$ cat src/rtl/order_feed_arbiter_if.sv
// Bundles the feed, parser and downstream object signals of order_feed_arbiter.
//   feed_valid/feed_data/feed_pop        : N_FEEDS message buffers (head + pop pulse)
//   parser_buffer_text/parser_not_empty  : message and accept request to the parser
//   parser_ready/parser_out_object       : parser handshake and parsed result
//   obj_valid/obj_ready/obj_data/obj_src : downstream valid/ready object channel
//   msg_count/err_timeout                : delivered-object counter and sticky timeout flag
// master: arbiter view; slave: environment view.
interface order_feed_arbiter_if #(
  parameter int unsigned N_FEEDS = 4,
  parameter int unsigned MSG_W   = 320,
  parameter int unsigned OBJ_W   = 162,
  parameter int unsigned COUNT_W = 32
);
  localparam int unsigned IDX_W = (N_FEEDS > 1) ? $clog2(N_FEEDS) : 1;

  logic [N_FEEDS-1:0]       feed_valid;
  logic [N_FEEDS*MSG_W-1:0] feed_data;
  logic [N_FEEDS-1:0]       feed_pop;
  logic [MSG_W-1:0]         parser_buffer_text;
  logic                     parser_not_empty;
  logic                     parser_ready;
  logic [OBJ_W-1:0]         parser_out_object;
  logic                     obj_valid;
  logic                     obj_ready;
  logic [OBJ_W-1:0]         obj_data;
  logic [IDX_W-1:0]         obj_src;
  logic [COUNT_W-1:0]       msg_count;
  logic                     err_timeout;

  modport master (
    input  feed_valid, feed_data, parser_ready, parser_out_object, obj_ready,
    output feed_pop, parser_buffer_text, parser_not_empty,
           obj_valid, obj_data, obj_src, msg_count, err_timeout
  );

  modport slave (
    output feed_valid, feed_data, parser_ready, parser_out_object, obj_ready,
    input  feed_pop, parser_buffer_text, parser_not_empty,
           obj_valid, obj_data, obj_src, msg_count, err_timeout
  );
endinterface

$ cat src/rtl/order_feed_arbiter.sv
// Round-robin scheduler sharing one order_book_parser among N_FEEDS message buffers.
// Pops the winning feed's message, sequences the parser accept handshake, then
// presents the parsed object downstream tagged with its source feed.
//   clk   : rising-edge clock
//   reset : asynchronous, active-high
//   bus   : order_feed_arbiter_if.master (feeds, parser, downstream, status)
module order_feed_arbiter #(
  parameter int unsigned N_FEEDS = 4,
  parameter int unsigned MSG_W   = 320,
  parameter int unsigned OBJ_W   = 162,
  parameter int unsigned TIMEOUT = 64,
  parameter int unsigned COUNT_W = 32
) (
  input  logic                  clk,
  input  logic                  reset,
  order_feed_arbiter_if.master  bus
);
  localparam int unsigned IDX_W = (N_FEEDS > 1) ? $clog2(N_FEEDS) : 1;
  localparam int unsigned SUM_W = IDX_W + 1;
  localparam int unsigned TO_W  = $clog2(TIMEOUT + 1);

  typedef enum logic [2:0] {S_IDLE, S_LOAD, S_ISSUE, S_WAIT, S_OUT} state_t;

  state_t             state, state_d;
  logic [IDX_W-1:0]   rr_ptr, grant_idx;
  logic [MSG_W-1:0]   hold;
  logic [TO_W-1:0]    to_cnt;
  logic               obj_valid;
  logic [OBJ_W-1:0]   obj_data;
  logic [IDX_W-1:0]   obj_src;
  logic [COUNT_W-1:0] msg_count;
  logic               err_timeout;

  // Round-robin search: rotate requests so bit k is feed (rr_ptr+1+k) mod N.
  logic [2*N_FEEDS-1:0] req_dbl;
  logic [N_FEEDS-1:0]   rot;
  logic [N_FEEDS:0]     found;
  logic [IDX_W-1:0]     enc [N_FEEDS+1];
  logic [SUM_W-1:0]     shift_c, sum_c;
  logic [IDX_W-1:0]     grant_c;
  logic [MSG_W-1:0]     feed_msg [N_FEEDS];

  assign req_dbl  = {bus.feed_valid, bus.feed_valid};
  assign shift_c  = SUM_W'(rr_ptr) + SUM_W'(1);
  assign rot      = N_FEEDS'(req_dbl >> shift_c);
  assign found[0] = 1'b0;
  assign enc[0]   = '0;

  for (genvar g = 0; g < N_FEEDS; g++) begin : g_arb
    assign found[g+1]  = found[g] | rot[g];
    assign enc[g+1]    = enc[g] | ((rot[g] & ~found[g]) ? IDX_W'(g) : '0);
    assign feed_msg[g] = bus.feed_data[g*MSG_W +: MSG_W];
  end

  // Offset back to an absolute index; at most one wrap is possible.
  assign sum_c   = shift_c + SUM_W'(enc[N_FEEDS]);
  assign grant_c = (sum_c >= SUM_W'(N_FEEDS)) ? IDX_W'(sum_c - SUM_W'(N_FEEDS))
                                              : IDX_W'(sum_c);

  // FSM state register
  always_ff @(posedge clk or posedge reset) begin
    if (reset) state <= S_IDLE;
    else       state <= state_d;
  end

  logic               take, to_inc, to_clr, to_fire, capture, deliver;
  logic [N_FEEDS-1:0] pop_c;

  // Next-state and control strobes
  always_comb begin
    state_d = state;
    take    = 1'b0;
    to_inc  = 1'b0;
    to_clr  = 1'b0;
    to_fire = 1'b0;
    capture = 1'b0;
    deliver = 1'b0;
    pop_c   = '0;
    case (state)
      S_IDLE: begin
        if (found[N_FEEDS]) begin
          take    = 1'b1;
          pop_c   = N_FEEDS'(1) << grant_c;
          state_d = S_LOAD;
        end
      end
      S_LOAD:  state_d = S_ISSUE;
      S_ISSUE: begin
        if (bus.parser_ready) begin
          to_clr  = 1'b1;
          state_d = S_WAIT;
        end else if (to_cnt == TO_W'(TIMEOUT - 1)) begin
          to_clr  = 1'b1;
          to_fire = 1'b1;
          state_d = S_IDLE;
        end else begin
          to_inc  = 1'b1;
        end
      end
      S_WAIT: begin
        capture = 1'b1;
        state_d = S_OUT;
      end
      S_OUT: begin
        if (bus.obj_ready) begin
          deliver = 1'b1;
          state_d = S_IDLE;
        end
      end
      default: state_d = S_IDLE;
    endcase
  end

  // Datapath registers
  always_ff @(posedge clk or posedge reset) begin
    if (reset) begin
      rr_ptr      <= IDX_W'(N_FEEDS - 1);
      grant_idx   <= '0;
      hold        <= '0;
      to_cnt      <= '0;
      obj_valid   <= 1'b0;
      obj_data    <= '0;
      obj_src     <= '0;
      msg_count   <= '0;
      err_timeout <= 1'b0;
    end else begin
      if (take) begin
        hold      <= feed_msg[grant_c];
        grant_idx <= grant_c;
        rr_ptr    <= grant_c;
      end
      if (to_clr)      to_cnt <= '0;
      else if (to_inc) to_cnt <= to_cnt + TO_W'(1);
      if (to_fire) err_timeout <= 1'b1;
      if (capture) begin
        obj_data  <= bus.parser_out_object;
        obj_src   <= grant_idx;
        obj_valid <= 1'b1;
      end
      if (deliver) begin
        obj_valid <= 1'b0;
        msg_count <= msg_count + COUNT_W'(1);
      end
    end
  end

  // Pop is combinational; masked so it reads 0 while reset is asserted.
  assign bus.feed_pop           = reset ? '0 : pop_c;
  assign bus.parser_buffer_text = hold;
  assign bus.parser_not_empty   = (state == S_ISSUE);
  assign bus.obj_valid          = obj_valid;
  assign bus.obj_data           = obj_data;
  assign bus.obj_src            = obj_src;
  assign bus.msg_count          = msg_count;
  assign bus.err_timeout        = err_timeout;
endmodule

$ cat src/flat_wrapper.sv
// flat-port wrapper written by rule: the top's interface ports become plain ports
module order_feed_arbiter_flat 
#(
  parameter int unsigned N_FEEDS = 4,
  parameter int unsigned MSG_W   = 320,
  parameter int unsigned OBJ_W   = 162,
  parameter int unsigned TIMEOUT = 64,
  parameter int unsigned COUNT_W = 32
)
  (clk, reset, bus_feed_valid, bus_feed_data, bus_parser_ready, bus_parser_out_object, bus_obj_ready, bus_feed_pop, bus_parser_buffer_text, bus_parser_not_empty, bus_obj_valid, bus_obj_data, bus_obj_src, bus_msg_count, bus_err_timeout);
  order_feed_arbiter_if #(.N_FEEDS(N_FEEDS), .MSG_W(MSG_W), .OBJ_W(OBJ_W), .COUNT_W(COUNT_W)) bus_i ();
  input  logic clk;
  input  logic reset;
  input wire logic [$bits(bus_i.feed_valid)-1:0] bus_feed_valid;
  input wire logic [$bits(bus_i.feed_data)-1:0] bus_feed_data;
  input wire logic [$bits(bus_i.parser_ready)-1:0] bus_parser_ready;
  input wire logic [$bits(bus_i.parser_out_object)-1:0] bus_parser_out_object;
  input wire logic [$bits(bus_i.obj_ready)-1:0] bus_obj_ready;
  output wire logic [$bits(bus_i.feed_pop)-1:0] bus_feed_pop;
  output wire logic [$bits(bus_i.parser_buffer_text)-1:0] bus_parser_buffer_text;
  output wire logic [$bits(bus_i.parser_not_empty)-1:0] bus_parser_not_empty;
  output wire logic [$bits(bus_i.obj_valid)-1:0] bus_obj_valid;
  output wire logic [$bits(bus_i.obj_data)-1:0] bus_obj_data;
  output wire logic [$bits(bus_i.obj_src)-1:0] bus_obj_src;
  output wire logic [$bits(bus_i.msg_count)-1:0] bus_msg_count;
  output wire logic [$bits(bus_i.err_timeout)-1:0] bus_err_timeout;
  assign bus_i.feed_valid = bus_feed_valid;
  assign bus_i.feed_data = bus_feed_data;
  assign bus_i.parser_ready = bus_parser_ready;
  assign bus_i.parser_out_object = bus_parser_out_object;
  assign bus_i.obj_ready = bus_obj_ready;
  assign bus_feed_pop = bus_i.feed_pop;
  assign bus_parser_buffer_text = bus_i.parser_buffer_text;
  assign bus_parser_not_empty = bus_i.parser_not_empty;
  assign bus_obj_valid = bus_i.obj_valid;
  assign bus_obj_data = bus_i.obj_data;
  assign bus_obj_src = bus_i.obj_src;
  assign bus_msg_count = bus_i.msg_count;
  assign bus_err_timeout = bus_i.err_timeout;
  order_feed_arbiter #(.N_FEEDS(N_FEEDS), .MSG_W(MSG_W), .OBJ_W(OBJ_W), .TIMEOUT(TIMEOUT), .COUNT_W(COUNT_W)) u_core (.clk(clk), .reset(reset), .bus(bus_i));
endmodule
$ cat config.mk
export PLATFORM = sky130hd
export DESIGN_NAME = order_feed_arbiter_flat
export DESIGN_NICKNAME = d
export VERILOG_FILES = /design/src/rtl/order_feed_arbiter_if.sv /design/src/rtl/order_feed_arbiter.sv /design/src/flat_wrapper.sv
export SDC_FILE = /design/constraint.sdc
export NUM_CORES = 1
export LEC_CHECK = 0
export ABC_AREA = 1
export BUFFER_PORTS_ARGS = -buffer_cell sky130_fd_sc_hd__clkbuf_2
export CORE_AREA = 2 2 773 775
export DETAILED_ROUTE_END_ITERATION = 7
export DIE_AREA = 0 0 775 777
export PLACE_DENSITY_LB_ADDON = 0.08
export SETUP_SLACK_MARGIN = 0.02
export SYNTH_ARGS = -nofsm -noshare
export SYNTH_HDL_FRONTEND = slang
export SYNTH_SLANG_ARGS = --single-unit
$ cat constraint.sdc
create_clock -name clk -period 32.8 [get_ports clk]
set_clock_uncertainty 0.05 [all_clocks]
set_input_delay 4.92 -clock clk [delete_from_list [all_inputs] [get_ports clk]]
set_output_delay 4.92 -clock clk [all_outputs]
set_load 0.01 [all_outputs]
## Word level (Yosys, flattened, before mapping)

Index checks and enable logic that the tools add are counted.
W data, S select, Z words.

- $add $sub $neg: 5
- $mul: 0
- Divide/modulo/power cells: 0
- $lt $le $gt $ge: 2
- Equality and inequality tests: 8
- Shift-type cells: 2
- Multiplexer cells: 32
- Bitwise gates (word level): 12
- Reduce and logical (&&, ||, !) cells: 4

Operators with widths:

| cell | count |
|---|---|
| $bmux W320 S2 | 1 |
| $mux W320 | 2 |
| $add A32 B1 Y32 const B | 1 |
| $mux W1 | 16 |
| $pmux W3 S5 | 1 |
| $mux W7 | 2 |
| $mux W3 | 4 |
| $mux W4 | 3 |
| $shr A8 B3 Y4 | 1 |
| $add A7 B1 Y7 const B | 1 |
| $eq A7 B6 Y1 const B | 1 |
| $eq A3 B2 Y1 const B | 2 |
| $ge A3 B3 Y1 const B | 2 |
| $mux W2 | 3 |
| $or A2 B2 Y2 | 2 |
| $reduce_bool A2 Y1 | 2 |
| $shl A1 B2 Y4 const A | 1 |
| $add A2 B1 Y3 const B | 1 |
| $add A3 B2 Y3 | 1 |
| $and A1 B1 Y1 | 3 |
| $eq A3 B1 Y1 const B | 1 |
| $eq A3 B3 Y1 const B | 1 |
| $logic_not A3 Y1 | 1 |
| $ne A3 B2 Y1 const B | 1 |
| 7 further kinds | 11 |

- Register bits after elaboration: 532
- Latch bits: 0
- Memory bits (writable): 0
- Memory bits (read-only): 0
- Input bits: 1450
- Output and inout port bits: 523
- Word-level logic and storage cells: 75
- Memories: 0

## Logic depth before layout (Yosys ltp)

- Depth after elaboration: 15
- Gate-level depth with buffers: 17
- Mapped depth without buffers: 15

## Worst setup path before layout

No wires, ideal clock.

- Kind: input to output
- Start point: input reset
- End point: output bus_feed_pop[0]
- Arrival time: 17153 ps
- Path slack: 10677 ps
- Cell stages on the path: 3
- Path buffers: 0
- Cell sequence: inv_1 > nand3_1 > nor2_1

- Word-level cells in the longest chain between the ends: 1

RTL lines:

| item | RTL line | source |
|---|---|---|
| start: declaration | flat_wrapper.sv:13 | `input logic reset;` |
| $mux W4 | order_feed_arbiter.sv:148 | `assign bus.feed_pop = reset ? '0 : pop_c;` |
| end: declaration | flat_wrapper.sv:19 | `output wire logic [$bits(bus_i.feed_pop)-1:0] bus_feed_pop;` |

Every way passes these cells.

## Final worst setup path

- Start point: input bus_feed_valid[2]
- End point: output bus_feed_pop[0]

- Word-level cells in the longest chain between the ends: 14

RTL lines:

| item | RTL line | source |
|---|---|---|
| start: declaration | flat_wrapper.sv:14 | `input wire logic [$bits(bus_i.feed_valid)-1:0] bus_feed_valid;` |
| $shr A8 B3 Y4 (*) | order_feed_arbiter.sv:45 | `assign rot = N_FEEDS'(req_dbl >> shift_c);` |
| $or A1 B1 Y1 | order_feed_arbiter.sv:50 | `assign found[g+1] = found[g] \| rot[g];` |
| $or A1 B1 Y1 / $not A1 Y1 (equally long branches) | order_feed_arbiter.sv:50, order_feed_arbiter.sv:51 |  |
| $not A1 Y1 / $and A1 B1 Y1 (equally long branches) | order_feed_arbiter.sv:51 | `assign enc[g+1] = enc[g] \| ((rot[g] & ~found[g]) ? IDX_W'(g) : '0);` |
| $and A1 B1 Y1 / $mux W2 (equally long branches) | order_feed_arbiter.sv:51 |  |
| $mux W2 / $or A2 B2 Y2 (equally long branches) | order_feed_arbiter.sv:51 |  |
| $or A2 B2 Y2 | order_feed_arbiter.sv:51 |  |
| $add A3 B2 Y3 | order_feed_arbiter.sv:56 | `assign sum_c = shift_c + SUM_W'(enc[N_FEEDS]);` |
| $ge A3 B3 Y1 / $sub A2 B1 Y2 (equally long branches) | order_feed_arbiter.sv:57 | `assign grant_c = (sum_c >= SUM_W'(N_FEEDS)) ? IDX_W'(sum_c - SUM_W'(N_FEEDS))` |
| $mux W2 | order_feed_arbiter.sv:57 |  |
| $shl A1 B2 Y4 | order_feed_arbiter.sv:83 | `pop_c = N_FEEDS'(1) << grant_c;` |
| $mux W4 (*) | order_feed_arbiter.sv:81 | `if (found[N_FEEDS]) begin` |
| $mux W4 (*) | order_feed_arbiter.sv:79 | `case (state)` |
| $mux W4 (*) | order_feed_arbiter.sv:148 |  |

Mark *: on every way between the ends. The rest lies on a longest branch, timed or not.

==> results by group <==
Floorplanning
  • Ports: 1973
  • Floorplan Core Area: 593000 µm²
  • Die Wd: 775 µm
  • Total number of placement rows: 283
  • DIE AREA: 602000 µm²
  • Die extent in y: 777 µm
  • Effective utilization at floorplan: 5.22%

Clock tree
  • H-tree Lvls: 3
  • Cts repair resizes: 0
  • Hold buffer count at cts: 0
  • Maximum buffer depth of the clock tree: 4
  • Number of buffers created by CTS: 97
  • Number of clock sinks: 532
  • Setup Buffers After CTS: 0
  • CTS Root Buffer Type: sky130_fd_sc_hd__clkbuf_16
  • TritonCTS clock tree: done
  • Worst skew pair latency: 0.86 ns
  • Reg clk slew, reported paths: 0.06 ns

Detailed routing
  • 1st-pass router iterations: 5
  • Remaining DRCs: 0
  • Via density per instance: 2.63
  • Number of DRC markers in iteration 0: 1841
  • Antenna violation net count after detailed routing: 0
  • Overall routed net length: 355 mm
  • Average detailed-routed wire length per instance: 26.8 µm
  • Vias post-DR: 34900

Yosys
  • Number of nets produced by synthesis: 4924
  • Async set-or-reset flop fraction in the synthesized netlist: 100%
  • Most used standard cells in the synthesized netlist: 1055 x sky130_fd_sc_hd__nand2_1, 668 x sky130_fd_sc_hd__nand3_1, 640 x sky130_fd_sc_hd__mux2i_1
  • Sequential share of the synthesized area: 43.0%
  • Largest area contributor in the netlist: sky130_fd_sc_hd__dfrtp_1
  • Average cell area after synthesis: 8.92 µm²
  • Total standard cell area after synthesis: 31000 µm²
  • Fraction of post-synthesis cell area in the top cell type by area: 42.8%
  • Syn Inst Count: 3471
  • Leading cell types by total area after synthesis: sky130_fd_sc_hd__dfrtp_1 43%, sky130_fd_sc_hd__mux2i_1 21%, sky130_fd_sc_hd__nand2_1 13%
  • Leading register cell type out of synthesis: sky130_fd_sc_hd__dfrtp_1
  • Most repeated cell in the gate-level netlist after synthesis: sky130_fd_sc_hd__nand2_1
  • Number of enable-type register cells in the synthesized netlist: 0
  • Number of flip-flops and latches in the synthesized netlist: 532
  • Count of warnings emitted by yosys: 0
  • Yosys cell types: 29

Timing
  • Peak Freq: 80.6 MHz
  • Final setup TNS: 0 ns
  • Period Utilization, post-route: 37.8%
  • Final critical-path setup slack: 20.39 ns
  • Post-layout minimum cycle time: 12.41 ns
  • Fin. max-slew vios: 0
  • Slew HR: 19.8%
  • RSZ-0062 raised after global routing: no
  • Hold violation count in the final report: 0
  • Final setup violating endpoints: 0
  • Slew at the pin closest to its max-slew limit: 1.17 ns

Cells and area
  • Final #Nets: 6787
  • Share of final-layout standard cells stronger than drive strength 1: 43.4%
  • Layout-stage area growth over the synthesis result: 71.2%
  • Cell area after layout: 53000 µm²
  • Count of placed standard cells in the final layout, fillers left out: 13300
  • Fraction of the core area covered by cells at the end of the flow: 8.94%

Power and ir drop
  • Leak Pwr: 25.4 nW
  • Power per unit of standard cell area: 142 nW/µm²
  • Clock share of power: 13.8%
  • Relative contribution of combinational cells to total power: 69.2%
  • Share of total power consumed by net switching: 57.6%
  • Sequential cell fraction of total power: 17.0%
  • Worst supply voltage drop on vdd: 0.165 mV
  • Psw: 0.00434 W
  • Internal power of the cells: 0.00319 W

Worst setup path
  • Required time of the worst setup path: 27.83 ns
  • Peak per-stage delay on the critical path: 0.40 ns
  • Type of the setup path with the least slack: input port to primary output
  • Most prevalent standard cell on the critical path: sky130_fd_sc_hd__nand2_1
  • Critical Path, Cell by Cell: clkbuf_2 -> nand2_1 -> nand3_1 -> nand2_1 -> nand3_1 -> nand2_1 -> nand2_1 -> ha_4 -> xor2_1 -> nand2_8 -> nand2_8 -> inv_1 -> nor2_1 -> clkbuf_2
  • Crit-path leading delay family: simple AND/OR/NAND/NOR gates
  • Peak fanout along the critical path: 46
  • Slowest stage cell, crit path: sky130_fd_sc_hd__xor2_1
  • Critical path launch point type: input port
  • Data arrival time of the worst path: 7.44 ns
  • Critical path buffer and inverter count: 3
  • Worst setup EP type: primary output

Placement
  • Buffers on Ports: 1972
  • Inst Count DP: 13100
  • Placer Congestion: 0.871
  • Worst slack at placement: 20.34 ns
  • HPWL Detailed: 306 mm
  • DP Area: 49900 µm²

Worst hold path
  • Classification of the worst-slack hold path: register to register

Outcome
  • Run status: complete, no violations

GRT
  • Largest net degree at the start of global routing: 132
  • Aggregate global routing overflow: 0
  • Global-route usage over all layers: 11.3%
  • Number of antenna violations at the first check in global routing: 194
  • Wire length of the first global-routing pass: 442 mm
  • Vias in the first global route: 36900

Flow run
  • Max capacitance violation total: 0
power by group through the flow:
stage	Clock [W]	Combinational, W	Sequential, W
global placement	0	0.00541	0.00131
finish	0.00104	0.00521	0.00128
floorplan	0	0.00282	0.00132
global route	0.00111	0.00571	0.00132
detailed placement	0	0.00540	0.00130
CTS	0.00110	0.00542	0.00130
final cells by class:
cell class	count	area (µm²)
fillers	69400	540000
clock inverters	21	285
repair buffers	2031	10400
diodes	34	85.1
inverters	35	146
flip-flops and latches	532	13300
well taps	7837	9810
clock buffers	139	2730
multi-input cells	2637	16300
kinds of logic (layout without fill, tap and decap cells):
| family | Yosys count | in the layout | synth area share (%) |
|---|---|---|---|
| other | 0 | 34 | 0 |
| AO/OA/AOI/OAI | 11 | 11 | 0.198 |
| buffers and inverters | 302 | 2226 | 4.59 |
| multiplexers | 802 | 802 | 26.6 |
| XOR/XNOR | 32 | 32 | 0.905 |
| adder cells (fa/ha/maj) | 3 | 3 | 0.121 |
| AND/OR/NAND/NOR | 1789 | 1789 | 24.6 |
| flip-flops | 532 | 532 | 43.0 |
worst register-to-register path: stages, from the launching register on:
cell and delay (ns):
sky130_fd_sc_hd__dfstp_2 0.59, sky130_fd_sc_hd__inv_2 0.11, sky130_fd_sc_hd__nand2_1 0.10, sky130_fd_sc_hd__nand3_1 0.08, sky130_fd_sc_hd__nand2_1 0.13, sky130_fd_sc_hd__nand3_1 0.11
sky130_fd_sc_hd__nand2_1 0.10, sky130_fd_sc_hd__nand2_1 0.10, sky130_fd_sc_hd__ha_4 0.58, sky130_fd_sc_hd__buf_4 0.68, sky130_fd_sc_hd__buf_4 0.71, sky130_fd_sc_hd__buf_4 0.81
sky130_fd_sc_hd__buf_12 0.65, sky130_fd_sc_hd__buf_4 1.10, sky130_fd_sc_hd__mux2i_1 0.35, sky130_fd_sc_hd__nand3_1 0.11, sky130_fd_sc_hd__nand3_1 0.15, sky130_fd_sc_hd__nand2_1 0.06
layout by cell type, fill, tap and decap left out, types with 2 or more instances in the layout:
| cell | instances |
|---|---|
| sky130_fd_sc_hd__clkbuf_2 | 1972 |
| sky130_fd_sc_hd__nand2_1 | 1053 |
| sky130_fd_sc_hd__nand3_1 | 668 |
| sky130_fd_sc_hd__mux2i_1 | 640 |
| sky130_fd_sc_hd__dfrtp_1 | 530 |
| sky130_fd_sc_hd__mux2_2 | 162 |
| sky130_fd_sc_hd__clkbuf_16 | 97 |
| sky130_fd_sc_hd__buf_4 | 55 |
| sky130_fd_sc_hd__nor2_1 | 39 |
| sky130_fd_sc_hd__diode_2 | 34 |
| sky130_fd_sc_hd__inv_1 | 29 |
| sky130_fd_sc_hd__clkbuf_1 | 28 |
| sky130_fd_sc_hd__xor2_1 | 16 |
| sky130_fd_sc_hd__xnor2_1 | 16 |
| sky130_fd_sc_hd__clkbuf_8 | 14 |
| sky130_fd_sc_hd__nor3_1 | 10 |
| sky130_fd_sc_hd__clkinv_2 | 10 |
| sky130_fd_sc_hd__nand4_1 | 8 |
| sky130_fd_sc_hd__o21ai_0 | 6 |
| sky130_fd_sc_hd__inv_2 | 4 |
| sky130_fd_sc_hd__bufinv_16 | 4 |
| sky130_fd_sc_hd__buf_12 | 4 |
| sky130_fd_sc_hd__nor4_1 | 3 |
| sky130_fd_sc_hd__clkinvlp_4 | 3 |
| sky130_fd_sc_hd__nand2_8 | 2 |
| sky130_fd_sc_hd__nand2_4 | 2 |
| sky130_fd_sc_hd__inv_8 | 2 |
| sky130_fd_sc_hd__nor3b_1 | 2 |
| sky130_fd_sc_hd__a21oi_1 | 2 |
| sky130_fd_sc_hd__ha_1 | 2 |
| sky130_fd_sc_hd__clkinv_16 | 2 |
| sky130_fd_sc_hd__clkinv_8 | 2 |
| sky130_fd_sc_hd__dfstp_2 | 2 |
sequential cells by signal, summed over array words and instances (netlist names), 2 cells and up:
register	flops
u_core.bus.msg_count	32
u_core.bus.obj_data	162
u_core.bus.obj_src	2
u_core.bus.parser_buffer_text	320
u_core.grant_idx	2
u_core.rr_ptr	2
u_core.state	3
u_core.to_cnt	7
stage by stage:
step | power, W | hold WS, ns
floorplan | 0.00413 | 0.425
global placement | 0.00672 | 0.416
detailed placement | 0.00671 | 0.415
CTS | 0.00782 | 0.429
global route | 0.00815 | 0.447
finish | 0.00753 | 0.421
path summary, 6_finish.rpt:
kind                                        startpoint                                  to  slack [ns]  cells after the start
worst min register to register  u_core.bus.err_timeout              u_core.bus.err_timeout        0.42                      1
min in group asynchronous                        reset             u_core.bus.obj_data[71]        4.00                      2
worst min-delay path            u_core.bus.err_timeout              u_core.bus.err_timeout        0.42                      1
max in group asynchronous                        reset  u_core.bus.parser_buffer_text[155]       26.00                      5
worst max-delay path                 bus_feed_valid[2]                     bus_feed_pop[0]       20.39                     14
worst max register to register        u_core.rr_ptr[0]  u_core.bus.parser_buffer_text[244]       26.08                     17
metal layers:
metal / GRT usage, % / vias up / routed length, µm / part of all wire, %
met4: 1.98 / 146 / 6720 / 1.9
met1: 13.3 / 17100 / 142000 / 40
li1: - / 15600 / - / -
met2: 18.2 / 1699 / 160000 / 45
met3: 6.19 / 369 / 45600 / 13
met5: 0 / - / 941 / 0.27
Power figures use the tool's default switching activity.
